<file path="src/rtl/i2c_pkg.sv">
// rtl/i2c_pkg.sv - shared command codes, step counts and sequencer state encoding
package i2c_pkg;

  localparam logic [2:0] CMD_IDLE    = 3'b000;
  localparam logic [2:0] CMD_WR      = 3'b011;
  localparam logic [2:0] CMD_WR_STOP = 3'b111;
  localparam logic [2:0] CMD_RD_STOP = 3'b101;
  localparam logic [2:0] CMD_STOP    = 3'b100;

  localparam int WR_STEPS = 3;
  localparam int RD_STEPS = 4;

  typedef enum logic [2:0] {
    ST_INIT,
    ST_IDLE,
    ST_ISSUE,
    ST_WAIT_HI,
    ST_WAIT_LO,
    ST_ABORT,
    ST_ABORT_WAIT,
    ST_DONE
  } state_e;

endpackage

</file>
<file path="src/rtl/i2c_step_rom.sv">
// rtl/i2c_step_rom.sv - maps (rw, step) of a register transaction to the engine byte command
module i2c_step_rom
  import i2c_pkg::*;
(
  input  logic       rw_i,
  input  logic [1:0] step_i,
  input  logic [6:0] dev_i,
  input  logic [7:0] reg_i,
  input  logic [7:0] wdata_i,
  output logic [2:0] cmd_o,
  output logic [7:0] dout_o,
  output logic       last_o
);

  always_comb begin
    cmd_o  = CMD_IDLE;
    dout_o = 8'h00;
    last_o = 1'b0;
    if (!rw_i) begin
      case (step_i)
        2'd0: begin cmd_o = CMD_WR;      dout_o = {dev_i, 1'b0}; end
        2'd1: begin cmd_o = CMD_WR;      dout_o = reg_i;         end
        2'd2: begin cmd_o = CMD_WR_STOP; dout_o = wdata_i;       end
        default: ;
      endcase
      last_o = (step_i == 2'(WR_STEPS - 1));
    end else begin
      // Register index goes out with its own stop, then a fresh start for the read phase.
      case (step_i)
        2'd0: begin cmd_o = CMD_WR;      dout_o = {dev_i, 1'b0}; end
        2'd1: begin cmd_o = CMD_WR_STOP; dout_o = reg_i;         end
        2'd2: begin cmd_o = CMD_WR;      dout_o = {dev_i, 1'b1}; end
        default: begin cmd_o = CMD_RD_STOP; dout_o = 8'h00;      end
      endcase
      last_o = (step_i == 2'(RD_STEPS - 1));
    end
  end

endmodule

</file>
<file path="src/rtl/i2c_reg_seq.sv">
// rtl/i2c_reg_seq.sv - expands register read/write requests into i2c engine byte commands with retry
module i2c_reg_seq
  import i2c_pkg::*;
#(
  parameter int unsigned INIT_DLY = 4,
  parameter int unsigned BUSY_TO  = 255,
  parameter int unsigned RETRIES  = 2
) (
  input  logic       clk_i,
  input  logic       rst_i,
  input  logic       req_i,
  input  logic       rw_i,
  input  logic [6:0] dev_addr_i,
  input  logic [7:0] reg_addr_i,
  input  logic [7:0] wdata_i,
  output logic       ack_o,
  output logic       done_o,
  output logic       err_o,
  output logic [7:0] rdata_o,
  output logic       busy_o,
  output logic [2:0] i2c_cmd_o,
  output logic [7:0] i2c_dout_o,
  input  logic [7:0] i2c_din_i,
  input  logic       i2c_busy_i,
  input  logic       i2c_error_i
);

  localparam logic [7:0] INIT_LAST = 8'(INIT_DLY - 1);
  localparam logic [7:0] BUSY_LIM  = 8'(BUSY_TO);
  localparam logic [1:0] RETRY_LIM = 2'(RETRIES);

  state_e     state_q;
  logic [1:0] step_q, try_q;
  logic [7:0] cnt_q;
  logic       rw_q, hi_q, fail_q;
  logic [6:0] dev_q;
  logic [7:0] reg_q, wdata_q, rd_q;
  logic       ack_q, done_q, err_q, busy_q;
  logic [7:0] rdata_q, dout_q;
  logic [2:0] cmd_q;

  logic [2:0] rom_cmd;
  logic [7:0] rom_dout;
  logic       rom_last;
  logic       abort_end;

  i2c_step_rom u_rom (
    .rw_i   (rw_q),
    .step_i (step_q),
    .dev_i  (dev_q),
    .reg_i  (reg_q),
    .wdata_i(wdata_q),
    .cmd_o  (rom_cmd),
    .dout_o (rom_dout),
    .last_o (rom_last)
  );

  // The abort stop finishes on its busy fall, or on timeout; its error flag is ignored.
  assign abort_end = !i2c_busy_i && (hi_q || cnt_q == BUSY_LIM);

  always_ff @(posedge clk_i) begin
    if (rst_i) begin
      state_q <= ST_INIT;
      step_q  <= 2'd0;
      try_q   <= 2'd0;
      cnt_q   <= 8'd0;
      rw_q    <= 1'b0;
      hi_q    <= 1'b0;
      fail_q  <= 1'b0;
      dev_q   <= 7'd0;
      reg_q   <= 8'd0;
      wdata_q <= 8'd0;
      rd_q    <= 8'd0;
      ack_q   <= 1'b0;
      done_q  <= 1'b0;
      err_q   <= 1'b0;
      busy_q  <= 1'b1;
      rdata_q <= 8'd0;
      dout_q  <= 8'd0;
      cmd_q   <= CMD_IDLE;
    end else begin
      ack_q  <= 1'b0;
      done_q <= 1'b0;
      err_q  <= 1'b0;
      cmd_q  <= CMD_IDLE;
      case (state_q)
        ST_INIT: begin
          if (cnt_q == INIT_LAST) begin
            cnt_q   <= 8'd0;
            state_q <= ST_IDLE;
          end else begin
            cnt_q <= cnt_q + 8'd1;
          end
        end
        ST_IDLE: begin
          busy_q <= req_i;
          if (req_i) begin
            ack_q   <= 1'b1;
            rw_q    <= rw_i;
            dev_q   <= dev_addr_i;
            reg_q   <= reg_addr_i;
            wdata_q <= wdata_i;
            step_q  <= 2'd0;
            try_q   <= 2'd0;
            fail_q  <= 1'b0;
            state_q <= ST_ISSUE;
          end
        end
        ST_ISSUE: begin
          if (!i2c_busy_i) begin
            cmd_q   <= rom_cmd;
            dout_q  <= rom_dout;
            cnt_q   <= 8'd0;
            state_q <= ST_WAIT_HI;
          end
        end
        ST_WAIT_HI: begin
          if (i2c_busy_i) begin
            state_q <= ST_WAIT_LO;
          end else if (cnt_q == BUSY_LIM) begin
            fail_q  <= 1'b1;
            state_q <= ST_DONE;
          end else begin
            cnt_q <= cnt_q + 8'd1;
          end
        end
        ST_WAIT_LO: begin
          if (!i2c_busy_i) begin
            if (i2c_error_i) begin
              state_q <= ST_ABORT;
            end else if (rom_last) begin
              rd_q    <= i2c_din_i;
              state_q <= ST_DONE;
            end else begin
              step_q  <= step_q + 2'd1;
              state_q <= ST_ISSUE;
            end
          end
        end
        ST_ABORT: begin
          if (!i2c_busy_i) begin
            cmd_q   <= CMD_STOP;
            dout_q  <= 8'h00;
            cnt_q   <= 8'd0;
            hi_q    <= 1'b0;
            state_q <= ST_ABORT_WAIT;
          end
        end
        ST_ABORT_WAIT: begin
          if (!hi_q) begin
            if (i2c_busy_i) hi_q <= 1'b1;
            else if (cnt_q != BUSY_LIM) cnt_q <= cnt_q + 8'd1;
          end
          if (abort_end) begin
            if (try_q < RETRY_LIM) begin
              try_q   <= try_q + 2'd1;
              step_q  <= 2'd0;
              state_q <= ST_ISSUE;
            end else begin
              fail_q  <= 1'b1;
              state_q <= ST_DONE;
            end
          end
        end
        ST_DONE: begin
          done_q  <= 1'b1;
          err_q   <= fail_q;
          if (!fail_q && rw_q) rdata_q <= rd_q;
          state_q <= ST_IDLE;
        end
        default: state_q <= ST_INIT;
      endcase
    end
  end

  assign ack_o      = ack_q;
  assign done_o     = done_q;
  assign err_o      = err_q;
  assign rdata_o    = rdata_q;
  assign busy_o     = busy_q;
  assign i2c_cmd_o  = cmd_q;
  assign i2c_dout_o = dout_q;

endmodule
</file>
<file path="config.mk">
export PLATFORM = sky130hd
export DESIGN_NAME = i2c_reg_seq
export DESIGN_NICKNAME = d
export VERILOG_FILES = /design/src/rtl/i2c_pkg.sv /design/src/rtl/i2c_step_rom.sv /design/src/rtl/i2c_reg_seq.sv
export SDC_FILE = /design/constraint.sdc
export NUM_CORES = 1
export LEC_CHECK = 0
export BUFFER_PORTS_ARGS = -buffer_cell sky130_fd_sc_hd__buf_2
export CAP_MARGIN = 20
export CORE_AREA = 2 2 82 84
export CTS_CLUSTER_DIAMETER = 60
export DETAILED_ROUTE_END_ITERATION = 10
export DIE_AREA = 0 0 84 86
export GPL_TIMING_DRIVEN = 0
export MAX_ROUTING_LAYER = met4
export PLACE_DENSITY_LB_ADDON = 0.2
export SETUP_SLACK_MARGIN = 0.3
export SLEW_MARGIN = 20
export SYNTH_ARGS = -nofsm -noshare
export SYNTH_HDL_FRONTEND = slang
export SYNTH_HIERARCHICAL = 1
export SYNTH_SLANG_ARGS = --single-unit
export TNS_END_PERCENT = 50
</file>
<file path="constraint.sdc">
create_clock -name clk_i -period 2.3 [get_ports clk_i]
set_input_delay 0.46 -clock clk_i [delete_from_list [all_inputs] [get_ports clk_i]]
set_output_delay 0.46 -clock clk_i [all_outputs]
set_load 0.01 [all_outputs]
</file>
==> run_results.csv <==
group,metric,value,unit
logic_synthesis,netlist.area_leader.share,0.423,
sta,rsz0062_at_grt,"yes",
floorplan,initial_core_util,0.543,
pwr,irDropWorstVdd,0.409,mV
clock_network,cts_tree,"built",
routing,avgViaCountPerCell,5.75,
setup_path,crit_type,"flop to flop",
logic_synthesis,ys_ff_latch,72,
pwr,p_comb_frac,0.160,
logic_synthesis,synthTopCellsByArea,"dfxtp_1, mux2i_1, nand2_1",
routing,wl_per_cell,15.7,um
routing,ant_nets,0,
setup_path,required,2530,ps
routing,drt_drc_violations_left,0,
logic_synthesis,synth_seq_area_share,0.423,
logic_synthesis,syn_inst,398,
sta,slew_violations,0,
floorplan,ioPinCount,60,
setup_path,cp_max_fo,10,
sta,fin_hold_ws,341,ps
sta,fin_crit,1920,ps
place,dpl-instance-area,0.00379,mm2
sta,fin_setup_tns,0,ps
global_route,grt_pass1_vias,2827,
logic_synthesis,async_reset_ff_frac,0,
pwr,power_density,706,mW/mm2
logic_synthesis,ys_warn_count,6,
outcome,status,"completed",
pwr,power.switching,0.000815,W
global_route,grt_pass1_wl,13.9,mm
routing,drtIter0Drc,280,
setup_path,cp-startpoint,"step_q[0]",
sta,finClkSkew,9.35,ps
sta,worst_pin_slew,681,ps
floorplan,fp.dieH,86,um
floorplan,dieWidth,84,um
setup_path,critical_path_arrival,2150,ps
global_route,grt_overflow_total,0,
clock_network,cts_sinks,72,
clock_network,cts_buffers,9,
setup_path,reg2reg_setup_slack,380,ps
pwr,pwr-share-seq,0.477,
setup_path,rr_worst_depth,8,
pwr,swShare,0.286,
routing,drt_pass1_iterations,5,
floorplan,core-area,0.00628,mm2
global_route,antenna_found_initial,0,
setup_path,cp-endpoint,"step_q[0]",
sta,setup_viol,0,
clock_network,clockBufferDepth,2,
sta,fmax,520,MHz
logic_synthesis,syn-cell-area,0.00341,mm2
pwr,p_total,0.00285,W
logic_synthesis,ys_types,58,
pwr,leakage,1.58,nW
pwr,power_frac_clock,0.363,
final_layout,drive_above_1_share,0.237,
setup_path,r2r_start,"step_q[0]",
final_layout,nets,505,
place,gp_congestion,0.894,
global_route,grt_max_degree,14,
min_path,worstHoldStart,"dev_addr_i[4]",
floorplan,rows,29,
routing,vias,3155,
floorplan,dieArea,0.00722,mm2
sta,period_share,0.836,
clock_network,cts_hold_buf,0,
logic_synthesis,synth_edf_count,0,
logic_synthesis,avgSynthCellArea,8.56,um2
pwr,internal_power,0.00203,W
clock_network,cts_max_level,3,
logic_synthesis,synth.largest_area_cell,"dfxtp_1",
min_path,hold_path.class,"input pin to flop",
setup_path,r2r-end,"step_q[0]",
sta,hold_viol_final,0,
place,portBuffers,58,
clock_network,cts-root-buf,"clkbuf_8",
place,post-dp-hpwl,6.11,mm
clock_network,clock_latency,350,ps
routing,wl,8.61,mm
final_layout,num_antenna_cells,0,
setup_path,crit_path_start_kind,"flop",
logic_synthesis,syn-num-nets,436,
clock_network,path_clk_slew,90,ps
global_route,grt_use_total,0.250,
setup_path,endpoint_kind,"flop",
final_layout,final_area,0.00404,mm2
final_layout,syn_to_final_growth,18.4,%
sta,slew_headroom,0.544,
logic_synthesis,synth-main-ff-cell,"dfxtp_1",
run,max_cap_violations,0,
==> worst min-delay path by stage <==
stage	end	cells after the start	slack [ps]
after floorplan	wdata_q[6]	2	430
after global placement	wdata_q[0]	2	440
after detailed placement	wdata_q[7]	2	450
after CTS	dev_q[4]	3	330
after global routing	rw_q	3	340
final	dev_q[4]	3	340
==> worst max-delay path, cell delays in order (launching register included) <==
cell	delay, ps
dfxtp_4	400
buf_6	170
nand2b_4	190
and3_1	220
nor3_2	70
a211o_1	300
o311ai_2	110
nor2b_1	80
o221a_2	260
==> final cells by class <==
| cell class | count | area (um2) |
|---|---|---|
| sequential | 72 | 1450 |
| inverter | 10 | 37.5 |
| timing repair buffer | 58 | 290 |
| buffer | 27 | 156 |
| clock buffer | 10 | 138 |
| multi-input combinational | 289 | 1800 |
| tap | 77 | 96.3 |
| clock inverter | 6 | 67.6 |
| fill | 534 | 2240 |
==> power groups by stage <==
stage,logic [W],registers [W],clock network (W)
4_1_cts,0.000445,0.00135,0.00105
2_1_floorplan,0.000318,0.00137,0
5_1_grt,0.000502,0.00137,0.00110
3_5_place_dp,0.000439,0.00138,0
3_3_place_gp,0.000429,0.00138,0
6_report,0.000455,0.00136,0.00103
==> cell families (layout without fill, tap and decap cells) <==
family                   count (synthesis)  count (layout)  synth area share
multiplexers                            24              24            0.0705
adder cells (fa/ha/maj)                  1               1           0.00367
XOR/XNOR                                 8               8            0.0206
AO/OA/AOI/OAI                           80              80             0.160
buffers and inverters                   37             111            0.0547
AND/OR/NAND/NOR                        176             176             0.268
flip-flops                              72              72             0.423
==> state kept, by name, indices dropped and copies added (netlist names), 3 cells and up <==
register / flops
cnt_q: 8
i2c_dout_o: 8
rd_q: 8
rdata_o: 8
reg_q: 8
wdata_q: 8
dev_q: 7
i2c_cmd_o: 3
state_q: 3
==> cells in the mapped netlist (all sizes together), types with 3 or more instances <==
master / number
nand2b: 8
o22ai: 4
o221ai: 6
nor2: 41
o21ai: 9
dfxtp: 72
inv: 10
nand3b: 3
nand4: 4
xor2: 8
nor2b: 7
a22oi: 9
clkbuf: 12
mux2i: 24
nand4bb: 7
buf: 15
a21oi: 32
and2: 3
and3: 7
nand3: 6
o211ai: 3
nor3b: 3
nand2: 65
nor3: 7
==> per-layer routing <==
metal	up-vias	share of wire	global-route usage
met5	-	0	-
met4	0	0.017	0.0982
met3	12	0.075	0.0481
met2	131	0.44	0.370
met1	1476	0.47	0.340
li1	1536	-	-
==> per-stage QoR <==
step | std cells | utilization | setup WS [ps]
final | 549 | 0.643 | 377
after global routing | 549 | 0.643 | 286
after CTS | 549 | 0.639 | 255
after detailed placement | 533 | 0.605 | 80.7
after global placement | 533 | 0.605 | 90.9
after floorplan | 398 | - | 425
==> what timing repair did <==
item	CTS	global route
buffers inserted	0	0
setup endpoints to repair	3	37
pin swaps	0	1
resized for setup	4	12
==> cell usage in the layout (no fill, tap or decap), types with 3 or more instances in the layout <==
cell       instances
a21oi_1           32
a22oi_1            9
and2_1             3
and3_1             7
buf_2             65
buf_4              6
clkbuf_1          12
clkbuf_8          10
dfxtp_1           67
dfxtp_2            4
inv_1             10
mux2i_1           24
nand2_1           64
nand2b_1           7
nand3_1            6
nand3b_1           3
nand4_1            4
nand4bb_1          7
nor2_1            41
nor2b_1            6
nor3_1             5
o211ai_1           3
o21ai_0            9
o221ai_1           6
o22ai_1            4
xor2_1             8
Power figures use the tool's default switching activity.
